$ cat src/rtl/preg_freelist.sv
// -----------------------------------------------------------------------------
// preg_freelist
//   Free list for the 48-entry physical register file. Hands out up to two
//   free physical register numbers (prd) per cycle to rename, takes back up to
//   two released prds per cycle from commit, and rewinds speculative
//   allocations on a pipeline flush.
//
//   Storage is a circular buffer of FL_DEPTH entries addressed by three
//   pointers that each carry an extra wrap bit:
//     head        - next entry rename will receive (speculative)
//     commit_head - oldest entry not yet retired; flush rewinds head here
//     tail        - where released prds are written
//   free_count = tail - head (full-width pointer subtraction).
//
//   Optional feature: define FREELIST_CHECK_EN to track which prds are in the
//   list and raise a sticky error_o on misuse (double free, duplicate
//   same-cycle free, free of P0, overflow, commit_head overtaking head).
//   Without it error_o is tied low.
//
// Ports:
//   clk, rst                         clock, synchronous active-high reset
//   alloc_req_first_i/second_i       rename slots requesting a prd
//   alloc_ready_o                    >= 2 free entries; requests are accepted
//   alloc_prd_first_o/second_o       prds for the granted requests (peek)
//   free_valid_*_i, free_prd_*_i     prds released by commit slots 0/1
//   commit_alloc_first_i/second_i    retiring instruction had allocated a prd
//   flush_i                          squash all speculative allocations
//   free_count_o                     current number of free entries
//   error_o                          sticky misuse flag (FREELIST_CHECK_EN)
// -----------------------------------------------------------------------------
module preg_freelist #(
  parameter int REG_SIZE       = 48,
  parameter int REG_SIZE_WIDTH = 6,
  parameter int ARCH_REGS      = 32,
  parameter int FL_DEPTH       = REG_SIZE - ARCH_REGS
) (
  input  logic                      clk,
  input  logic                      rst,
  input  logic                      alloc_req_first_i,
  input  logic                      alloc_req_second_i,
  output logic                      alloc_ready_o,
  output logic [REG_SIZE_WIDTH-1:0] alloc_prd_first_o,
  output logic [REG_SIZE_WIDTH-1:0] alloc_prd_second_o,
  input  logic                      free_valid_first_i,
  input  logic [REG_SIZE_WIDTH-1:0] free_prd_first_i,
  input  logic                      free_valid_second_i,
  input  logic [REG_SIZE_WIDTH-1:0] free_prd_second_i,
  input  logic                      commit_alloc_first_i,
  input  logic                      commit_alloc_second_i,
  input  logic                      flush_i,
  output logic [REG_SIZE_WIDTH-1:0] free_count_o,
  output logic                      error_o
);

  localparam int IDX_W = $clog2(FL_DEPTH);
  localparam int PTR_W = IDX_W + 1;

  typedef logic [PTR_W-1:0]          ptr_t;
  typedef logic [REG_SIZE_WIDTH-1:0] prd_t;

  prd_t entries [FL_DEPTH];
  ptr_t head, commit_head, tail;
  ptr_t head_next, commit_head_next, tail_next;
  ptr_t head_plus1, tail_second, free_count;

  logic [1:0] n_alloc, n_free, n_commit;
  logic       free_first_ok, free_second_ok;

  // ---------------------------------------------------------------------------
  // Allocation side: zero-latency peek at head, compacted onto slot 0 when
  // only one request is raised.
  // ---------------------------------------------------------------------------
  assign free_count    = tail - head;
  assign alloc_ready_o = (free_count >= ptr_t'(2));
  assign free_count_o  = prd_t'(free_count);

  assign head_plus1         = head + ptr_t'(1);
  assign alloc_prd_first_o  = entries[head[IDX_W-1:0]];
  assign alloc_prd_second_o = (alloc_req_first_i && alloc_req_second_i)
                            ? entries[head_plus1[IDX_W-1:0]]
                            : entries[head[IDX_W-1:0]];

  // NOTE: every signal written in always_comb gets a default first so that no
  // path leaves it unassigned; otherwise synthesis infers a latch.
  always_comb begin
    n_alloc = 2'd0;
    if (alloc_ready_o && !flush_i) begin
      n_alloc = 2'(alloc_req_first_i) + 2'(alloc_req_second_i);
    end
  end

  // ---------------------------------------------------------------------------
  // Release side: P0 is hard-wired to zero in the regfile and must never
  // re-enter the list, so its frees are dropped here.
  // ---------------------------------------------------------------------------
  assign free_first_ok  = free_valid_first_i  && (free_prd_first_i  != '0);
  assign free_second_ok = free_valid_second_i && (free_prd_second_i != '0);
  assign n_free         = 2'(free_first_ok) + 2'(free_second_ok);
  assign tail_second    = tail + ptr_t'(free_first_ok);
  assign n_commit       = 2'(commit_alloc_first_i) + 2'(commit_alloc_second_i);

  assign commit_head_next = commit_head + ptr_t'(n_commit);
  assign tail_next        = tail + ptr_t'(n_free);
  // A flush rewinds to the committed point, including this cycle's retirements.
  assign head_next        = flush_i ? commit_head_next : head + ptr_t'(n_alloc);

  // NOTE: sequential state uses non-blocking assignments so every register
  // samples the pre-edge values regardless of statement order.
  always_ff @(posedge clk) begin
    if (rst) begin
      // NOTE: the storage array is reset because its reset contents are the
      // initial free list P(ARCH_REGS)..P(REG_SIZE-1), not don't-care data.
      for (int i = 0; i < FL_DEPTH; i++) begin
        entries[i] <= prd_t'(ARCH_REGS + i);
      end
      head        <= '0;
      commit_head <= '0;
      tail        <= ptr_t'(FL_DEPTH);
    end else begin
      if (free_first_ok) begin
        entries[tail[IDX_W-1:0]] <= free_prd_first_i;
      end
      if (free_second_ok) begin
        entries[tail_second[IDX_W-1:0]] <= free_prd_second_i;
      end
      head        <= head_next;
      commit_head <= commit_head_next;
      tail        <= tail_next;
    end
  end

`ifdef FREELIST_CHECK_EN
  // ---------------------------------------------------------------------------
  // Misuse checker: in_list mirrors which prds are currently held by the list
  // (including entries between commit_head and head that a flush would bring
  // back). Any violation sets a sticky error flag.
  // ---------------------------------------------------------------------------
  logic [REG_SIZE-1:0] in_list, in_list_next;
  logic                error_q, err_now;
  logic                err_dup, err_p0, err_present, err_overflow, err_passing;
  ptr_t                scan, restore_cnt, outstanding;

  assign restore_cnt = head - head_next;
  assign outstanding = head - commit_head;

  always_comb begin
    in_list_next = in_list;
    scan         = '0;
    if (flush_i) begin
      // Rewound entries [head_next, head) become free again.
      for (int i = 0; i < FL_DEPTH; i++) begin
        scan = head_next + ptr_t'(i);
        if (ptr_t'(i) < restore_cnt) begin
          in_list_next[entries[scan[IDX_W-1:0]]] = 1'b1;
        end
      end
    end else begin
      if (n_alloc != 2'd0) in_list_next[alloc_prd_first_o]  = 1'b0;
      if (n_alloc == 2'd2) in_list_next[alloc_prd_second_o] = 1'b0;
    end
    if (free_first_ok)  in_list_next[free_prd_first_i]  = 1'b1;
    if (free_second_ok) in_list_next[free_prd_second_i] = 1'b1;
  end

  assign err_dup      = free_valid_first_i && free_valid_second_i
                     && (free_prd_first_i == free_prd_second_i);
  assign err_p0       = (free_valid_first_i  && (free_prd_first_i  == '0))
                     || (free_valid_second_i && (free_prd_second_i == '0));
  assign err_present  = (free_first_ok  && in_list[free_prd_first_i])
                     || (free_second_ok && in_list[free_prd_second_i]);
  assign err_overflow = ((tail_next - head_next) > ptr_t'(FL_DEPTH));
  assign err_passing  = (ptr_t'(n_commit) > outstanding + ptr_t'(n_alloc));
  assign err_now      = err_dup || err_p0 || err_present || err_overflow || err_passing;

  always_ff @(posedge clk) begin
    if (rst) begin
      for (int i = 0; i < REG_SIZE; i++) begin
        in_list[i] <= (i >= ARCH_REGS);
      end
      error_q <= 1'b0;
    end else begin
      in_list <= in_list_next;
      error_q <= error_q | err_now;
    end
  end

  assign error_o = error_q;
`else
  assign error_o = 1'b0;
`endif

endmodule

$ cat config.mk
export PLATFORM = sky130hd
export DESIGN_NAME = preg_freelist
export DESIGN_NICKNAME = d
export VERILOG_FILES = /design/src/rtl/preg_freelist.sv
export SDC_FILE = /design/constraint.sdc
export NUM_CORES = 1
export LEC_CHECK = 0
export ABC_AREA = 1
export CAP_MARGIN = 20
export CORE_MARGIN = 2
export CORE_UTILIZATION = 35
export CTS_BUF_LIST = sky130_fd_sc_hd__clkbuf_16
export DETAILED_ROUTE_END_ITERATION = 10
export PLACE_DENSITY_LB_ADDON = 0.08
export SETUP_SLACK_MARGIN = 0.2
export SLEW_MARGIN = 40
export SYNTH_ARGS = -nofsm -noshare
export SYNTH_HDL_FRONTEND = slang
export SYNTH_SLANG_ARGS = --single-unit
$ cat constraint.sdc
create_clock -name clk -period 3.96 [get_ports clk]
set_clock_uncertainty 0.15 [all_clocks]
set_input_delay 0.594 -clock clk [delete_from_list [all_inputs] [get_ports clk]]
set_output_delay 0.594 -clock clk [all_outputs]
set_load 0.05 [all_outputs]
-- Word-level counts from Yosys, hierarchy flattened
Memories as Yosys holds them, arrays and structs flattened. A register that Yosys moved wholly into a read port is not among the register bits.
Cells that the tools add are included.
- add/subtract/negate cells: 9
- $lt $le $gt $ge: 1
- mux-type cells: 18
- reduce and logical (&&, ||, !) cells: 9
- operators by type and width (cell ; count):
    2-to-1 mux 6 bit ; 3
    adder 5 x 2 -> 5 bit ; 3
    2-to-1 mux 4 bit ; 3
    nonzero test 6 bit ; 2
    OR reduction 6 bit ; 2
    2-to-1 mux 1 bit ; 10
    adder 1 x 1 -> 2 bit ; 3
    greater-or-equal comparator 5 x 2 -> 1 bit, second input constant ; 1
    2-to-1 mux 5 bit ; 1
    subtractor 5 bit ; 1
    adder 4 x 1 -> 4 bit ; 1
    adder 4 x 1 -> 4 bit, second input constant ; 1
    logical AND 1 bit ; 4
    2-to-1 mux 2 bit ; 1
    zero test 1 bit ; 1
- register bits: 15
- RAM bits: 96
- input port bits: 21
- output and inout port bits: 20
- logic and storage cells: 41
- memories: 1
- memory list (memory ; depth ; width ; rd ports ; clocked after memory_dff ; write ports ; RTL line ; text):
    entries ; 16 ; 6 ; 2 ; 1 ; 16 ; 61 ; prd_t entries [FL_DEPTH];

-- Depth between registers and ports, before layout
- depth after elaboration: 7
- mapped depth: 18
- gate-level depth less buffers: 17

-- Worst setup path before layout
No wires, ideal clock.
- kind: register -> register
- from: register head[2]
- to: register head[4]
- library setup time: 121 ps
- arrival: 3743 ps
- data required time: 3689 ps
- slack: -54 ps
- stages on the path, launching flop included: 16
- path buffers: 2
- clock period less this slack: 4014 ps
- cell sequence: dfxtp_1 -> buf_4 -> inv_1 -> clkbuf_1 -> ha_1 -> xnor2_1 -> nor2_1 -> nand3_1 -> nand2_1 -> nor2_1 -> ha_1 -> inv_1 -> fa_1 -> nor3_1 -> xnor2_1 -> a21oi_1
- longest elaborated chain between the ends: 6
- ends and longest elaborated chain (element ; RTL line ; text):
    from (decl) ; 62 ; ptr_t head, commit_head, tail;
    from (signal assigned) ; 126 ; head <= head_next;
    subtractor 5 bit ; 73 ; assign free_count = tail - head;
    via free_count_o[2] ; 51 ; output logic [REG_SIZE_WIDTH-1:0] free_count_o,
    greater-or-equal comparator 5 x 2 -> 1 bit ; 74 ; assign alloc_ready_o = (free_count >= ptr_t'(2));
    via alloc_ready_o ; 41 ; output logic alloc_ready_o,
    logical AND 1 bit ; 87 ; if (alloc_ready_o && !flush_i) begin
    2-to-1 mux 2 bit ; 87 ;
    adder 5 x 2 -> 5 bit ; 105 ; assign head_next = flush_i ? commit_head_next : head + ptr_t'(n_alloc);
    2-to-1 mux 5 bit ; 105 ;
The timed path passes the listed nets, and every way through them passes these cells.
A chain may end at the register's enable or synchronous reset.

-- Worst setup path in the final report
- from: register tail[0]
- to: output port free_count_o[4]
- longest elaborated chain between the ends: 1
- ends and longest elaborated chain (element ; RTL line ; text):
    from (decl) ; 62 ;
    from (signal assigned) ; 118 ; tail <= ptr_t'(FL_DEPTH);
    from (signal assigned) ; 128 ; tail <= tail_next;
    subtractor 5 bit ; 73 ;
    to (decl) ; 51 ;
No other way between the ends.

==> qor.yml <==
status:
  status: "complete, no violations"
place:
  place_congestion: 0.863
  post-place-ws_ns: 0.279
  io_buffers: 38
  dpl.hpwl_microns: 21900
clock_tree:
  numCtsBuffers: 9
  numClockSinks: 111
  max-clock-path-buffers: 2
  cts_hold_buf: 0
  root_buffer: "clkbuf_16"
  cts_tree: "built"
  clk_pin_slew_worst_paths_ns: 0.08
  clk-insertion-delay-late_ns: 0.36
  htree_levels: 3
finish:
  diodes: 0
  syn_to_final_growth_pct: 12.6
  final_nets: 1359
  fin_util_pct: 39.9
  final_common_cell: "nand2_1"
  drive_gt1_share_pct: 6.41
  final_cell_mix: "nand2_1 (518), nand3_1 (285), inv_1 (148)"
  multi_input_area_sq_um: 4450
  regArea_sq_um: 3180
  fillCellCount: 2612
timing:
  rsz0062_at_grt: "no"
  tns_ns: 0
  period_needed_ns: 3.58
  hold_violations: 0
  layout_setup_ws_ns: 0.376
  post-route-period-util_pct: 90.5
  slew_viol_final: 0
  worst_slew_pin_slew_ns: 0.724
  setup_violations: 0
  fmax_mhz: 279
  relSlewSlack_pct: 51.7
global_routing:
  grt.overflow.total: 0
  grt_antenna_before_repair: 0
  grt_use_total_pct: 23.4
  grt_max_degree: 80
  grt_pass1_wl_microns: 45400
  grt_pass1_vias: 7620
detailed_routing:
  wl_met1_microns: 13300
  drc: 0
  drt-pass1-iter-count: 5
  via_per_inst: 5.10
  routed.top_layer: "met4"
  met3_length_microns: 1720
  postRouteAntennaNets: 0
  dr_wl_met2_microns: 13900
  via_count: 8427
  post_drt_wl_per_cell_microns: 18.0
  wl_microns: 29700
  drt_iter0_markers: 792
flow_run:
  cap_violations: 0
die:
  die_w_microns: 160
  ioPinCount: 41
  core_area_sq_um: 24100
  die_h_microns: 160
  die_area_sq_um: 25700
  start_util_pct: 35.4
  num_rows: 57
setup_path:
  cpLargestDelayFamily: "buffers and inverters"
  critPathCaptureType: "primary output"
  crit_required_ns: 3.22
  reg2reg_slack_ns: 0.46
  path_cells: "inv_1, ha_1, fa_1, nand3b_1, nand3_1, nand2_1, inv_1, clkdlybuf4s50_1"
  start_kind: "flop"
  cp_data_arrival_time_ns: 2.84
  critical_path_buf_inv_count: 3
  path_max_fanout: 4
  critPathKind: "reg2out"
  crit_top_cell: "inv_1"
  slowest_delay_ns: 0.78
  crit_slowest_cell: "clkdlybuf4s50_1"
power:
  peakVddDrop_mv: 0.224
  p_per_area_nw_per_um2: 396
  p_leak_uw: 0.00460
hold_path:
  hp-class: "reg2reg"
logic_synthesis:
  synthDistinctLibCells: 31
  ys_seq_elements: 111
  synth_area_sq_um: 8540
  ys.warnings.count: 0
  ys_seq_area_share_pct: 37.3
  synthCells: 1320
  synth_area_per_cell_sq_um: 6.47
[worst min-delay path: cells and delay by family, from the launching register on]
kind	cells	cell delay, ns
simple gates	2	0.16
flops	1	0.33
[worst paths after layout]
path,start,end,cells past startpoint
hold / removal,commit_head[3],commit_head[3],2
setup / recovery,tail[0],free_count_o[4],8
hold reg to reg,commit_head[3],commit_head[3],2
setup reg to reg,tail[0],head[4],15
[Yosys cell counts (all sizes together)]
library cell	number	area (sq um)
a31oi	1	6.26
clkinv	2	7.51
a21oi	9	45.0
nand3b	3	22.5
nor3b	1	7.51
nand2	521	1960
o21ai	10	50.1
inv	155	582
fa	4	80.1
nand3	285	1430
dfxtp	15	300
conb	1	3.75
clkbuf	47	178
nor4	1	6.26
xor2	6	52.6
ha	12	150
nor2	86	398
nand4	17	106
xnor2	6	52.6
and2	6	37.5
buf	31	158
edfxtp	96	2880
or2	1	6.26
nor3	4	20.0
[what timing repair did]
action,4_1_cts,5_1_grt
setup endpoints to repair,0,6
gates resized for setup,0,1
buffers inserted,0,0
[registers in the layout, indices dropped and copies added (netlist names)]
signal       count
commit_head      5
entries         96
head             5
tail             5
[per-layer routing]
metal	vias to the layer above	track usage, %
met4	0	6.80
met2	278	38.4
met3	53	3.69
met1	3891	31.9
li1	4205	-
met5	-	0
[through the flow]
stage | power (uW) | instance area, sq um | std cells | hold slack (ns)
6_report | 3810 | 9620 | 1651 | 0.387
5_1_grt | 4010 | 9620 | 1651 | 0.446
4_1_cts | 3830 | 9610 | 1651 | 0.394
3_5_place_dp | 2880 | 9310 | 1635 | 0.381
3_3_place_gp | 2880 | 9310 | 1635 | 0.380
2_1_floorplan | 2360 | 8550 | 1321 | 0.316
[layout make-up]
type | count | area share (%)
clock inverters | 6 | 0.572
repair buffers | 68 | 7.14
multi-input cells | 975 | 46.2
clock buffers | 10 | 2.60
well taps | 324 | 4.22
flip-flops and latches | 111 | 33.1
inverters | 157 | 6.13
[where the power goes]
group,switching [uW],internal [uW]
sequential,46.8,1330
combinational,1020,466
clock,470,480
[logic make-up (layout without fill, tap and decap cells)]
group | Yosys count | count (layout) | share of synthesized area (%)
AOI/OAI and AO/OA | 20 | 20 | 1.19
xor gates and xnor gates | 12 | 12 | 1.23
adders and majority gates | 16 | 16 | 2.70
buffers and inverters | 235 | 241 | 10.8
DFF | 111 | 111 | 37.3
other | 1 | 2 | 0.0439
and+or+nand+nor | 925 | 925 | 46.8
No activity file was read; power rests on OpenSTA's default activity.
